## src/rtl/buffer_ah_pingpong.sv

```systemverilog
// Two-bank NxN ping-pong buffer between the horizontal and vertical filter passes.
// Rows are written in; each block is read out as columns (transpose) or as rows.
module buffer_ah_pingpong #(
  parameter int DATA_WIDTH = 8,
  parameter int N          = 9
) (
  input  logic                           clock,
  input  logic                           reset,
  input  logic                           in_valid,
  output logic                           in_ready,
  input  logic                           in_mode,
  input  logic [N*(DATA_WIDTH+2)-1:0]    in_data,
  output logic                           out_valid,
  input  logic                           out_ready,
  output logic [N*(DATA_WIDTH+2)-1:0]    out_data,
  output logic                           out_first,
  output logic                           out_last
);

  // Per-bank state
  //   state    | meaning
  //   EMPTY    | free, next write (row 0) starts a block
  //   FILLING  | rows 1..N-1 still to be written
  //   FULL     | complete block, no vector read yet
  //   DRAINING | at least one vector read, more to go
  typedef enum logic [1:0] {EMPTY, FILLING, FULL, DRAINING} bank_state_t;

  localparam int W  = DATA_WIDTH + 2;
  localparam int CW = $clog2(N);
  localparam logic [CW-1:0] LAST = CW'(N - 1);

  bank_state_t    bank_q [2];
  bank_state_t    bank_d [2];
  logic [1:0]     mode_q, mode_d;
  logic           wbank_q, wbank_d, rbank_q, rbank_d;
  logic [CW-1:0]  wrow_q, wrow_d, ridx_q, ridx_d;
  logic           wr_fire, rd_fire;
  logic [N*W-1:0] mem [2][N];
  logic [N*W-1:0] col_vec;

  // Ready/valid decode only registered state, so there is no out_ready -> in_ready path.
  assign in_ready  = (bank_q[wbank_q] == EMPTY) || (bank_q[wbank_q] == FILLING);
  assign out_valid = (bank_q[rbank_q] == FULL)  || (bank_q[rbank_q] == DRAINING);
  assign wr_fire   = in_valid && in_ready;
  assign rd_fire   = out_valid && out_ready;

  always_comb begin
    bank_d  = bank_q;
    mode_d  = mode_q;
    wbank_d = wbank_q;
    rbank_d = rbank_q;
    wrow_d  = wrow_q;
    ridx_d  = ridx_q;
    if (wr_fire) begin
      if (wrow_q == '0) begin
        bank_d[wbank_q] = FILLING;
        mode_d[wbank_q] = in_mode;
      end
      if (wrow_q == LAST) begin
        bank_d[wbank_q] = FULL;
        wrow_d          = '0;
        wbank_d         = ~wbank_q;
      end else begin
        wrow_d = wrow_q + 1'b1;
      end
    end
    if (rd_fire) begin
      if (ridx_q == LAST) begin
        bank_d[rbank_q] = EMPTY;
        ridx_d          = '0;
        rbank_d         = ~rbank_q;
      end else begin
        bank_d[rbank_q] = DRAINING;
        ridx_d          = ridx_q + 1'b1;
      end
    end
  end

  always_ff @(posedge clock) begin
    if (reset) begin
      bank_q[0] <= EMPTY;
      bank_q[1] <= EMPTY;
      mode_q    <= '0;
      wbank_q   <= 1'b0;
      rbank_q   <= 1'b0;
      wrow_q    <= '0;
      ridx_q    <= '0;
    end else begin
      bank_q  <= bank_d;
      mode_q  <= mode_d;
      wbank_q <= wbank_d;
      rbank_q <= rbank_d;
      wrow_q  <= wrow_d;
      ridx_q  <= ridx_d;
    end
  end

  // Sample storage is never cleared; a discarded partial block is simply overwritten.
  always_ff @(posedge clock) begin
    if (wr_fire) mem[wbank_q][wrow_q] <= in_data;
  end

  for (genvar k = 0; k < N; k++) begin : g_col
    assign col_vec[k*W +: W] = mem[rbank_q][k][int'(ridx_q)*W +: W];
  end

  assign out_data  = !out_valid          ? '0 :
                     mode_q[rbank_q]     ? col_vec : mem[rbank_q][ridx_q];
  assign out_first = out_valid && (ridx_q == '0);
  assign out_last  = out_valid && (ridx_q == LAST);

endmodule

```

## config.mk

```make
export PLATFORM = sky130hd
export DESIGN_NAME = buffer_ah_pingpong
export DESIGN_NICKNAME = d
export VERILOG_FILES = /design/src/rtl/buffer_ah_pingpong.sv
export SDC_FILE = /design/constraint.sdc
export NUM_CORES = 2
export LEC_CHECK = 0
export BUFFER_PORTS_ARGS = -buffer_cell sky130_fd_sc_hd__buf_2
export CAP_MARGIN = 20
export CELL_PAD_IN_SITES_DETAIL_PLACEMENT = 1
export CELL_PAD_IN_SITES_GLOBAL_PLACEMENT = 2
export CORE_ASPECT_RATIO = 1.2
export CORE_MARGIN = 1
export CORE_UTILIZATION = 30
export DETAILED_ROUTE_END_ITERATION = 8
export GPL_TIMING_DRIVEN = 0
export PLACE_DENSITY_LB_ADDON = 0.25
export REMOVE_ABC_BUFFERS = 1
export SETUP_SLACK_MARGIN = 0.3
export SLEW_MARGIN = 20
export SYNTH_ARGS = -nofsm -noshare
export SYNTH_HDL_FRONTEND = slang
export SYNTH_SLANG_ARGS = --single-unit
```

## constraint.sdc

```tcl
create_clock -name clock -period 7.16 [get_ports clock]
set_input_delay 0.716 -clock clock [delete_from_list [all_inputs] [get_ports clock]]
set_output_delay 0.716 -clock clock [all_outputs]
set_load 0.05 [all_outputs]
```

==> results.yml <==
synthesis:
  synth_ff_type: "edfxtp_1"
  synth_cells: 4464
  async_flop_share: 0
  synth-edff-count: 1620
  synth.cell_area_um2: 72100
  ys_warn_count: 0
  seq_area_frac_synth: 0.679
  avgSynthCellArea_um2: 16.1
  synth-seq-cells: 1635
  ys_types: 77
drt:
  routed_wirelength_um: 246000
  wl_per_cell_um: 30.7
  dr_wl_met2_um: 124000
  ant_nets: 0
  vias: 42555
  via_per_inst: 5.30
  first_pass_iters: 8
  routedLengthMet1_um: 103000
  drc: 0
  drt_iter0_drc: 3613
  dr_wl_met3_um: 11000
  top_layer: "met5"
placed_design:
  routabilityCongestion: 0.724
  dpl.hpwl_um: 167000
  io_buffers: 188
final_layout:
  multi_input_area_um2: 21300
  num-fill-cells: 23752
  seq_area_um2: 49000
  syn_to_final_growth_pct: 18.7
  nets: 4813
  final_util: 0.359
  drive_gt1_frac: 0.212
worst_setup_path:
  reg2reg_from: "ridx_q[1]"
  critPathArrivalTime_ns: 5.10
  crit_top_cell: "buf_16"
  reg2reg_setup_slack_ns: 3.83
  crit_family: "buffers and inverters"
  worstSetupPathType: "flop to output pin"
  crit_path_top_delay_cell: "dfxtp_4"
  cp-end-kind: "output pin"
  r2r_end: "rbank_q"
  required_ns: 6.44
  critPathMaxStageDelay_ns: 0.64
  worst-path-buf-inv: 7
  startpoint_type: "flop"
  path_max_fanout: 41
  worstRegToRegCells: 9
  path_cells: "buf_12 -> buf_16 -> buf_16 -> buf_16 -> buf_12 -> buf_16 -> mux2i_1 -> mux4_2 -> o21ai_0 -> a21oi_1 -> a211oi_1 -> buf_2"
die:
  die-area_um2: 242000
  row_count: 196
  ioPinCount: 189
  core_um2: 238000
  initial_core_util: 0.303
  die_y_um: 539
  die_x_um: 449
clocking:
  worstSkewPairLatency_ns: 0.82
  cts_resized: 0
  post_cts_buffers: 0
  cts_max_level: 4
  root_buffer: "clkbuf_16"
  numCtsBuffers: 175
  clk_pin_slew_ns: 0.06
  cts_tree: "done"
  ctsHoldBuffers: 0
  cts_buffer_depth: 4
  cts.sinks: 1635
sta:
  tightest_slew_ns: 1.03
  setup_viol: 0
  skew_ns: 0.0344
  fmax_ghz: 0.172
  fin_crit_ns: 5.82
  rsz0062_at_grt: "no"
  drv_slew: 0
  min_period_over_period: 0.812
  slew_headroom: 0.315
  hold_viol: 0
  worst_hold_slack_ns: 0.140
power:
  ir_worst_vdd_mv: 0.172
  power_mw: 19.9
  p_leak_nw: 26.0
  power_density_nw_per_um2: 233
worst_hold_path:
  hp-class: "primary input to flop"
  min-delay-start: "in_mode"
  min_path_cells: 3
  min_to: "mode_q[0]"
grt:
  grt_pass1_wl_um: 347000
  grt_usage: 0.199
  grt_max_degree: 87
  antenna_found_initial: 47
  grt_pass1_vias: 45300
  grt-ovfl-total: 0
job:
  maxCapViolations: 0
run_status:
  status: "finished, final reports clean"
## cell usage in the layout, fill, tap and decap left out, types with 86 or more instances in the layout
cell	Yosys	layout
a21oi_1	223	223
nand2_1	129	125
buf_16	0	111
nor2_1	264	241
edfxtp_1	1620	1620
o21ai_0	334	334
buf_12	4	86
clkbuf_16	0	178
buf_2	93	195
mux2i_1	671	669
mux2_2	128	127
mux4_2	202	202
## where the power goes
part / switching [mW] / internal, mW
Combinational: 0.365 / 0.163
Clock: 3.81 / 4.99
Sequential: 0.0189 / 10.6
Total: 4.19 / 15.8
## layer usage
| metal | track usage | vias up |
|---|---|---|
| met1 | 0.254 | 22675 |
| met3 | 0.0295 | 363 |
| met4 | 0.0593 | 32 |
| met2 | 0.347 | 1009 |
| li1 | - | 18476 |
| met5 | 0 | - |
## how the worst max path moves through the flow
| stage | from | end | cells after the start |
|---|---|---|---|
| 2_1_floorplan | flop | out_data[66] | 5 |
| 3_3_place_gp | ridx_q[0] | out_data[82] | 6 |
| 3_5_place_dp | flop | out_data[54] | 11 |
| 4_1_cts | flop | out_data[54] | 11 |
| 5_1_grt | flop | out_data[55] | 12 |
| 6_report | flop | out_data[55] | 12 |
## sequential cells by signal, indices dropped and copies added (netlist names), named ones only
name	count
mode_q	2
mem	1620
wrow_q	4
rbank_q	1
ridx_q	4
bank_q	2
wbank_q	1
## cell families after synthesis
family / Yosys count / share of synthesized area
buffers and inverters: 339 / 0.0288
AND/OR/NAND/NOR: 518 / 0.0310
flip-flops: 1635 / 0.679
AO/OA/AOI/OAI: 963 / 0.0834
multiplexers: 1003 / 0.177
adder cells (fa/ha/maj): 6 / 0.00104
## cell type report
cell class / count / area share
repair buffers: 402 / 0.0685
clock buffers: 226 / 0.0543
clock inverters: 80 / 0.00809
flip-flops and latches: 1635 / 0.572
diodes: 14 / 0.000410
well taps: 3168 / 0.0463
multi-input cells: 2490 / 0.249
inverters: 8 / 0.000673
## through the flow
stage / setup slack, ns / area [um2] / TNS (ns) / cells
6_report: 1.34 / 85500 / 0 / 8023
5_1_grt: 1.03 / 85500 / 0 / 8014
4_1_cts: 1.13 / 85500 / 0 / 8009
3_5_place_dp: 2.04 / 80200 / 0 / 7703
3_3_place_gp: -55.46 / 74900 / - / 7489
2_1_floorplan: -24.84 / 70000 / -2289.11 / 4133
## worst reg2reg max path: cells and delay by family, from the launching register on
kind,cells,cell delay (ns)
compound gates,2,0.41
fa+ha+maj,1,0.35
buf+inv,4,1.48
flops,1,0.49
simple gates,2,0.53
## cells in the mapped netlist (all sizes together) (48+ instances only)
master / n / area share
o21ai: 341 / 0.024
edfxtp: 1620 / 0.68
mux4: 202 / 0.063
o211ai: 48 / 0.0050
a21oi: 223 / 0.015
buf: 214 / 0.022
mux2: 130 / 0.020
nor2: 264 / 0.014
nand2: 129 / 0.0067
mux2i: 671 / 0.093
clkbuf: 117 / 0.0061
o22ai: 57 / 0.0049
o221ai: 53 / 0.0064
No activity file was read; power rests on OpenSTA's default activity.
